File: src/rtl/fifo_csr_stream.sv
// Single-clock show-ahead data FIFO with an Avalon-MM CSR slave: fill level,
// status, sticky W1C events, interrupt enable, programmable thresholds and flush.
module fifo_csr_stream #(
   parameter int DATA_WIDTH = 8,
   parameter int DEPTH      = 256,
   parameter int AF_DEFAULT = DEPTH - 4,
   parameter int AE_DEFAULT = 4
) (
   input  logic                  clk_clk,
   input  logic                  reset_reset_n,
   input  logic [DATA_WIDTH-1:0] writedata_writedata,
   input  logic                  writedata_write,
   output logic [DATA_WIDTH-1:0] readdata_readdata,
   input  logic                  readdata_read,
   input  logic [2:0]            csr_address,
   input  logic                  csr_read,
   input  logic                  csr_write,
   input  logic [31:0]           csr_writedata,
   output logic [31:0]           csr_readdata,
   output logic                  irq
);

   localparam int AW = $clog2(DEPTH);
   localparam int LW = AW + 1;
   localparam logic [LW-1:0] DEPTH_L = LW'(DEPTH);

   logic [DATA_WIDTH-1:0] mem_q [DEPTH];
   logic [AW-1:0] wr_ptr_q, wr_ptr_d, rd_ptr_q, rd_ptr_d;
   logic [LW-1:0] level_q, level_d, af_q, af_d, ae_q, ae_d;
   logic [5:0]    event_q, event_d, ienable_q, ienable_d, status_s, clear_s;
   logic [31:0]   csr_rdata_q, csr_rdata_d, csr_mux_s;
   logic          irq_q, irq_d;
   logic          full_s, empty_s, flush_s, push_s, pop_s, ovf_s, udf_s;
   logic          unused_s;

   assign unused_s = ^csr_writedata[31:LW];

   // Handshake qualification; a flush swallows any push/pop in its cycle.
   always_comb begin
      full_s   = (level_q == DEPTH_L);
      empty_s  = (level_q == {LW{1'b0}});
      flush_s  = csr_write && (csr_address == 3'd6) && csr_writedata[0];
      pop_s    = readdata_read && !empty_s && !flush_s;
      push_s   = writedata_write && (!full_s || pop_s) && !flush_s;
      ovf_s    = writedata_write && full_s && !readdata_read && !flush_s;
      udf_s    = readdata_read && empty_s && !flush_s;
      status_s = {udf_s, ovf_s, (level_q <= ae_q), (level_q >= af_q), empty_s, full_s};
   end

   // Next-state for pointers, level and the CSR-visible registers.
   always_comb begin
      wr_ptr_d  = flush_s ? {AW{1'b0}} : (push_s ? wr_ptr_q + AW'(1) : wr_ptr_q);
      rd_ptr_d  = flush_s ? {AW{1'b0}} : (pop_s ? rd_ptr_q + AW'(1) : rd_ptr_q);
      level_d   = flush_s ? {LW{1'b0}} : (level_q + LW'(push_s) - LW'(pop_s));
      clear_s   = (csr_write && (csr_address == 3'd2)) ? csr_writedata[5:0] : 6'd0;
      event_d   = (event_q & ~clear_s) | status_s;
      ienable_d = (csr_write && (csr_address == 3'd3)) ? csr_writedata[5:0] : ienable_q;
      af_d      = (csr_write && (csr_address == 3'd4)) ? csr_writedata[LW-1:0] : af_q;
      ae_d      = (csr_write && (csr_address == 3'd5)) ? csr_writedata[LW-1:0] : ae_q;
      irq_d     = |(event_q & ienable_q);
   end

   // CSR read multiplexer; unmapped and write-only addresses read as zero.
   always_comb begin
      csr_mux_s = 32'd0;
      case (csr_address)
         3'd0:    csr_mux_s = {{(32-LW){1'b0}}, level_q};
         3'd1:    csr_mux_s = {26'd0, status_s};
         3'd2:    csr_mux_s = {26'd0, event_q};
         3'd3:    csr_mux_s = {26'd0, ienable_q};
         3'd4:    csr_mux_s = {{(32-LW){1'b0}}, af_q};
         3'd5:    csr_mux_s = {{(32-LW){1'b0}}, ae_q};
         default: csr_mux_s = 32'd0;
      endcase
      csr_rdata_d = csr_read ? csr_mux_s : csr_rdata_q;
   end

   // State registers.
   always_ff @(posedge clk_clk or negedge reset_reset_n) begin
      if (!reset_reset_n) begin
         wr_ptr_q    <= {AW{1'b0}};
         rd_ptr_q    <= {AW{1'b0}};
         level_q     <= {LW{1'b0}};
         event_q     <= 6'd0;
         ienable_q   <= 6'd0;
         af_q        <= LW'(AF_DEFAULT);
         ae_q        <= LW'(AE_DEFAULT);
         csr_rdata_q <= 32'd0;
         irq_q       <= 1'b0;
      end else begin
         wr_ptr_q    <= wr_ptr_d;
         rd_ptr_q    <= rd_ptr_d;
         level_q     <= level_d;
         event_q     <= event_d;
         ienable_q   <= ienable_d;
         af_q        <= af_d;
         ae_q        <= ae_d;
         csr_rdata_q <= csr_rdata_d;
         irq_q       <= irq_d;
      end
   end

   // Storage array, no reset: contents are only visible through the level.
   always_ff @(posedge clk_clk) begin
      if (push_s) begin
         mem_q[wr_ptr_q] <= writedata_writedata;
      end
   end

   assign readdata_readdata = empty_s ? {DATA_WIDTH{1'b0}} : mem_q[rd_ptr_q];
   assign csr_readdata      = csr_rdata_q;
   assign irq               = irq_q;

endmodule

File: config.mk
export PLATFORM = sky130hd
export DESIGN_NAME = fifo_csr_stream
export DESIGN_NICKNAME = d
export VERILOG_FILES = /design/src/rtl/fifo_csr_stream.sv
export SDC_FILE = /design/constraint.sdc
export NUM_CORES = 2
export LEC_CHECK = 0
export BUFFER_PORTS_ARGS = -buffer_cell sky130_fd_sc_hd__buf_2
export CAP_MARGIN = 20
export CORE_MARGIN = 3
export CORE_UTILIZATION = 28
export DETAILED_ROUTE_END_ITERATION = 10
export PLACE_DENSITY = 0.39
export SLEW_MARGIN = 20
export SYNTH_ARGS = -nofsm -noshare
export SYNTH_HDL_FRONTEND = slang
export SYNTH_SLANG_ARGS = --single-unit
File: constraint.sdc
create_clock -name clk_clk -period 3.2 [get_ports clk_clk]
set_input_delay 0.16 -clock clk_clk [delete_from_list [all_inputs] [get_ports clk_clk]]
set_output_delay 0.16 -clock clk_clk [all_outputs]
set_load 0.005 [all_outputs]
# == After elaboration in Yosys (flattened, before gate mapping) ==
# Memories as Yosys holds them, arrays and structs flattened.
# Index checks and enable logic that the tools add are counted.
# totals
ramBits,2048
word_cells,62
in_bits,49
memories,1
romBits,0
latch_bits,0
out_inout_bits,41
ff_bits,88
# op_classes
n_mux,10
add_sub_neg,4
bitwise,4
div_mod_pow,0
n_shift,0
n_lt_le_gt_ge,2
mul,0
n_eq_ne,7
reduce_logical,25
# mem_list
memory,depth,word_bits,rd,rd_clocked_by_memory_dff,write_ports,line_no,source
mem_q,256,8,1,0,1,27,logic [DATA_WIDTH-1:0] mem_q [DEPTH];
# op_table
op,n
case mux 9 bit (6 select lines),1
two-way mux 8 bit,5
adder 8 x 1 -> 8 bit (second input constant),2
logical AND 1 bit,15
bitwise AND 6 bit,2
adder 9 x 1 -> 9 bit,1
== test 3 bit (second input constant),3
== test 9 bit (second input constant),1
greater-or-equal comparator 9 bit,1
less-or-equal comparator 9 bit,1
logical NOT 9 bit,1
two-way mux 9 bit,1
subtractor 9 x 1 -> 9 bit,1
== test 3 x 2 -> 1 bit (second input constant),2
two-way mux 6 bit,1
inverter 6 bit,1
OR 6 bit,1
OR reduction 6 bit,1
logical NOT 1 bit,4
nonzero test 2 bit,2
== test 3 x 1 -> 1 bit (second input constant),1
logical NOT 3 bit,1
two-way mux 1 bit,2
logical OR 1 bit,1

# == Logic depth before layout (Yosys ltp) ==
# depth
depth_word,11
mapped_depth,17
ltp_nobuf,17

# == Worst setup path before layout ==
# OpenSTA, ideal clock, no wires.
# synth_path
path_type,reg2reg
startpoint,register level_q[2]
endpoint,register level_q[8]
n_path_buf,0
setup_ns,0.132
path_slack_ns,-0.073
arrival_time_ns,3.141
synth_period_minus_slack_ns,3.273
t_required_ns,3.068
stages_incl_launch_ff,17
cell_sequence,dfrtp_1 inv_1 ha_1 nand4b_1 or3_1 and3_1 ha_1 inv_1 ha_1 fa_1 a21oi_1 o21bai_1 a21oi_1 nor2_1 o41ai_1 xnor2_1 nor2_1
# synth_via
elab_chain_len,10
elab_cells_between_ends,12
cone_classes,add/sub: 2; eq/ne: 1; mux: 1; reduce/logical: 8
# synth_rtl
element,line_no,source
"start, declared",29,"logic [LW-1:0] level_q, level_d, af_q, af_d, ae_q, ae_d;"
"start signal, assigned",83,level_q <= {LW{1'b0}};
"start signal, assigned",93,level_q <= level_d;
logical NOT 9 bit,41,empty_s = (level_q == {LW{1'b0}});
logical NOT 1 bit,43,pop_s = readdata_read && !empty_s && !flush_s;
logical AND 1 bit (2 in a row),43,
logical OR 1 bit,44,push_s = writedata_write && (!full_s || pop_s) && !flush_s;
logical AND 1 bit (2 in a row),44,
adder 9 x 1 -> 9 bit,54,level_d = flush_s ? {LW{1'b0}} : (level_q + LW'(push_s) - LW'(pop_s));
subtractor 9 x 1 -> 9 bit (*),54,
two-way mux 9 bit (*),54,
via level_d[8],29,
# The timed path passes the listed nets; every way through them passes the cells marked *.
# A chain may end at the register's enable or synchronous reset.

# == Worst setup path in the final report ==
# layout_path
startpoint,register rd_ptr_q[0]
endpoint,output readdata_readdata[5]
# layout_via
elab_chain_len,2
# layout_rtl
element,line_no,source
"start, declared",28,"logic [AW-1:0] wr_ptr_q, wr_ptr_d, rd_ptr_q, rd_ptr_d;"
"start signal, assigned",82,rd_ptr_q <= {AW{1'b0}};
"start signal, assigned",92,rd_ptr_q <= rd_ptr_d;
memory read (256 x 8 bit),-,
two-way mux 8 bit,110,assign readdata_readdata = empty_s ? {DATA_WIDTH{1'b0}} : mem_q[rd_ptr_q];
"end, declared",13,"output logic [DATA_WIDTH-1:0] readdata_readdata,"
# Every way passes these cells.

==> results.json <==
{
  "outcome": "complete, but fails checks",
  "violations": "negative setup slack",
  "cts_root_buffer": "clkbuf_16",
  "critPathMaxFanout": 5,
  "start_util_pct": 28.2,
  "cts_tree": "yes",
  "power_mw": 84.1,
  "final-hold-violation-count": 0,
  "ios": 90,
  "syn2layout_area_growth_pct": 23.9,
  "die-area_um2": 303000,
  "die_w_um": 551,
  "mostFrequentLayoutCells": "edfxtp_1, buf_4, mux4_2",
  "finalCritPeriodShare_pct": 130,
  "cp_num_buf_inv": 5,
  "critPathSlowestCell": "mux4_2",
  "postRouteAntennaNets": 0,
  "die_h_um": 551,
  "met2_usage_pct": 27.1,
  "cts.clk_slew.worst_paths_ps": 60,
  "finalCriticalPeriod_ps": 4160,
  "worstSkewPairLatency_ps": 920,
  "ys_seq_area_share_pct": 76.0,
  "rsz0062_at_grt": "yes",
  "gp_congestion": 0.774,
  "grt_pass1_wl_um": 355000,
  "min_path_type": "in -> reg",
  "cp.arrival_ps": 4000,
  "grt_pass1_vias": 44429,
  "cp.required_ps": 3040,
  "cap_violations": 0,
  "drc": 0,
  "port_buffers": 43,
  "final_cells": 8965,
  "cts_sinks": 2113,
  "grt_max_degree": 113,
  "grt-busiest-layer": "met2",
  "wl_per_cell_um": 28.2,
  "grt_usage_pct": 16.5,
  "h-tree-depth": 4,
  "dp_cells": 8411,
  "maxClockFrequency_ghz": 0.240,
  "syn_avg_cell_area_um2": 20.7,
  "skew_ps": 69.8,
  "path_common_cell": "buf_12",
  "synth_cell_types": 65,
  "antenna_found_initial": 11,
  "grtUsageMet3_pct": 2.24,
  "tightest_slew_ps": 1130,
  "use_met1_pct": 23.6,
  "cts_buffer_depth": 4,
  "critical-path-top-delay-family": "multiplexers",
  "criticalPathCategory": "reg -> out",
  "vias": 42597,
  "path_cells": "buf_12, buf_8, buf_12, buf_12, mux4_2, mux4_2, o211ai_1, o22ai_4, buf_2",
  "powerDensity_nw_per_um2": 817,
  "nets": 4936,
  "end_kind": "output pin",
  "place_area_um2": 92800,
  "fillers": 27523,
  "viasPerCell": 4.75,
  "mostFrequentLayoutCell": "edfxtp_1",
  "ir_worst_vdd_mv": 0.580,
  "drt_iter0_drc": 3709,
  "ys_ff_latch": 2113,
  "yosys_warnings": 0,
  "ys_async_sr_fraction_pct": 3.08,
  "final_max_slew_viol_count": 0,
  "synth_edf_count": 2048,
  "worst_slew_margin_rel_pct": 24.5,
  "fin_ws_ps": -963,
  "synth-main-ff-cell": "edfxtp_1",
  "seq_area_um2": 63100,
  "drive_above_1_share_pct": 35.8,
  "cp_slowest_stage_delay_ps": 580,
  "place_hpwl_um": 162000,
  "leakagePower_nw": 33.5,
  "grt_overflow": 0,
  "syn_area_um2": 83000,
  "post-route-cell-area_um2": 103000,
  "syn_inst": 4017,
  "drt_first_pass_iters": 5,
  "rows": 199,
  "finalSetupViolCount": 9,
  "timing.hold.ws_ps": 93.2,
  "cp-start-kind": "flop",
  "wirelength_um": 253000,
  "coreArea_um2": 295000,
  "multiInputGateArea_um2": 19300,
  "numCtsBuffers": 235
}
-- power by group --
group | internal [mW] | switching (mW)
Sequential | 30.8 | 0.307
Clock | 15.3 | 11.3
Combinational | 12.5 | 13.9
Total | 58.6 | 25.5
-- layer usage --
layer / vias up / wire length [um]
li1: 18301 / -
met1: 23132 / 116000
met2: 892 / 122000
met3: 272 / 10600
met4: 0 / 4450
met5: - / 0
-- worst register-to-register path, cell delays in order, from the launching register on --
cell and delay [ps]:
dfrtp_1 390, inv_2 80, ha_4 130, nand4b_1 140
or3_4 360, and3_4 180, ha_4 250, inv_2 30
ha_4 150, fa_2 340, a21oi_2 150, o21bai_1 110
a21oi_1 200, nor2_2 80, o41ai_2 320, xnor2_1 160
nor2_1 60
-- flip-flops by register name, indices dropped and copies added (netlist names), 8 cells and up --
signal and cells:
mem_q 2048, ae_q 9, af_q 9, csr_readdata 9, level_q 9, rd_ptr_q 8, wr_ptr_q 8
-- area by class of cell --
class	instances	share of cell area [%]
well taps	3919	4.77
repair buffers	825	7.69
multi-input cells	1643	18.8
flip-flops and latches	2113	61.4
clock inverters	150	1.39
inverters	33	0.120
diodes	3	0.00730
clock buffers	279	5.90
-- through the flow --
| stage | setup slack (ps) | utilization, % | TNS, ps |
|---|---|---|---|
| floorplan | 20.4 | - | 0 |
| finish | -963 | 34.9 | -6800 |
| global route | -1050 | 34.9 | -7770 |
| CTS | -1120 | 34.7 | -8380 |
| global placement | -967 | 31.5 | -13870 |
| detailed placement | -996 | 31.5 | -12270 |
-- path summary, 6_finish.rpt --
path                                  startpoint                    to  slack (ps)  cells after the start
max in group asynchronous          reset_reset_n           rd_ptr_q[1]        2370                      4
worst max-delay path                 rd_ptr_q[0]  readdata_readdata[5]        -960                      9
worst min-delay path            csr_writedata[7]               ae_q[7]          90                      3
worst min register to register   csr_readdata[6]       csr_readdata[6]         480                      1
min in group asynchronous          reset_reset_n               af_q[3]         460                      3
worst max register to register        level_q[7]            level_q[8]         -60                     16
-- Yosys cell counts, types with 10 or more instances --
cell type     n  area, um^2
a211oi_1     43         323
a21oi_1      45         225
a221oi_1     10        87.6
a22oi_1     103         773
buf_2        74         370
buf_4        41         308
buf_6        35         394
clkbuf_1     86         323
dfrtp_1      58        1450
edfxtp_1   2048       61500
ha_1         35         438
inv_1        33         124
mux2_2       15         169
mux2i_1     152        1520
mux4_1       23         604
mux4_2      465       10500
nand2_1     105         394
nand3_1      34         170
nand4_1      18         113
nor2_1      308        1160
nor2b_1      10        62.6
nor3_1       23         115
o211ai_1     14         105
o21ai_0      38         190
o22ai_1      70         438
xor2_1       10        87.6
-- kinds of logic (layout without fill, tap and decap cells) --
| family | Yosys count | in the layout | share of synthesized area, % |
|---|---|---|---|
| muxes | 655 | 655 | 15.4 |
| xor gates and xnor gates | 19 | 19 | 0.200 |
| and+or+nand+nor | 549 | 549 | 2.86 |
| adders and majority gates | 36 | 36 | 0.551 |
| AOI/OAI and AO/OA | 361 | 361 | 2.95 |
| other | 1 | 26 | 0.00452 |
| DFF | 2113 | 2113 | 76.0 |
| buffers and inverters | 283 | 1287 | 2.02 |
-- repair_timing --
action	in CTS	in global routing
resized for setup	184	123
hold endpoints to repair	779	0
buffers inserted	51	27
cloned	7	2
setup endpoints to repair	108	432
pin swaps	36	54
hold buffers	47	0
No activity file was read; power rests on OpenSTA's default activity.
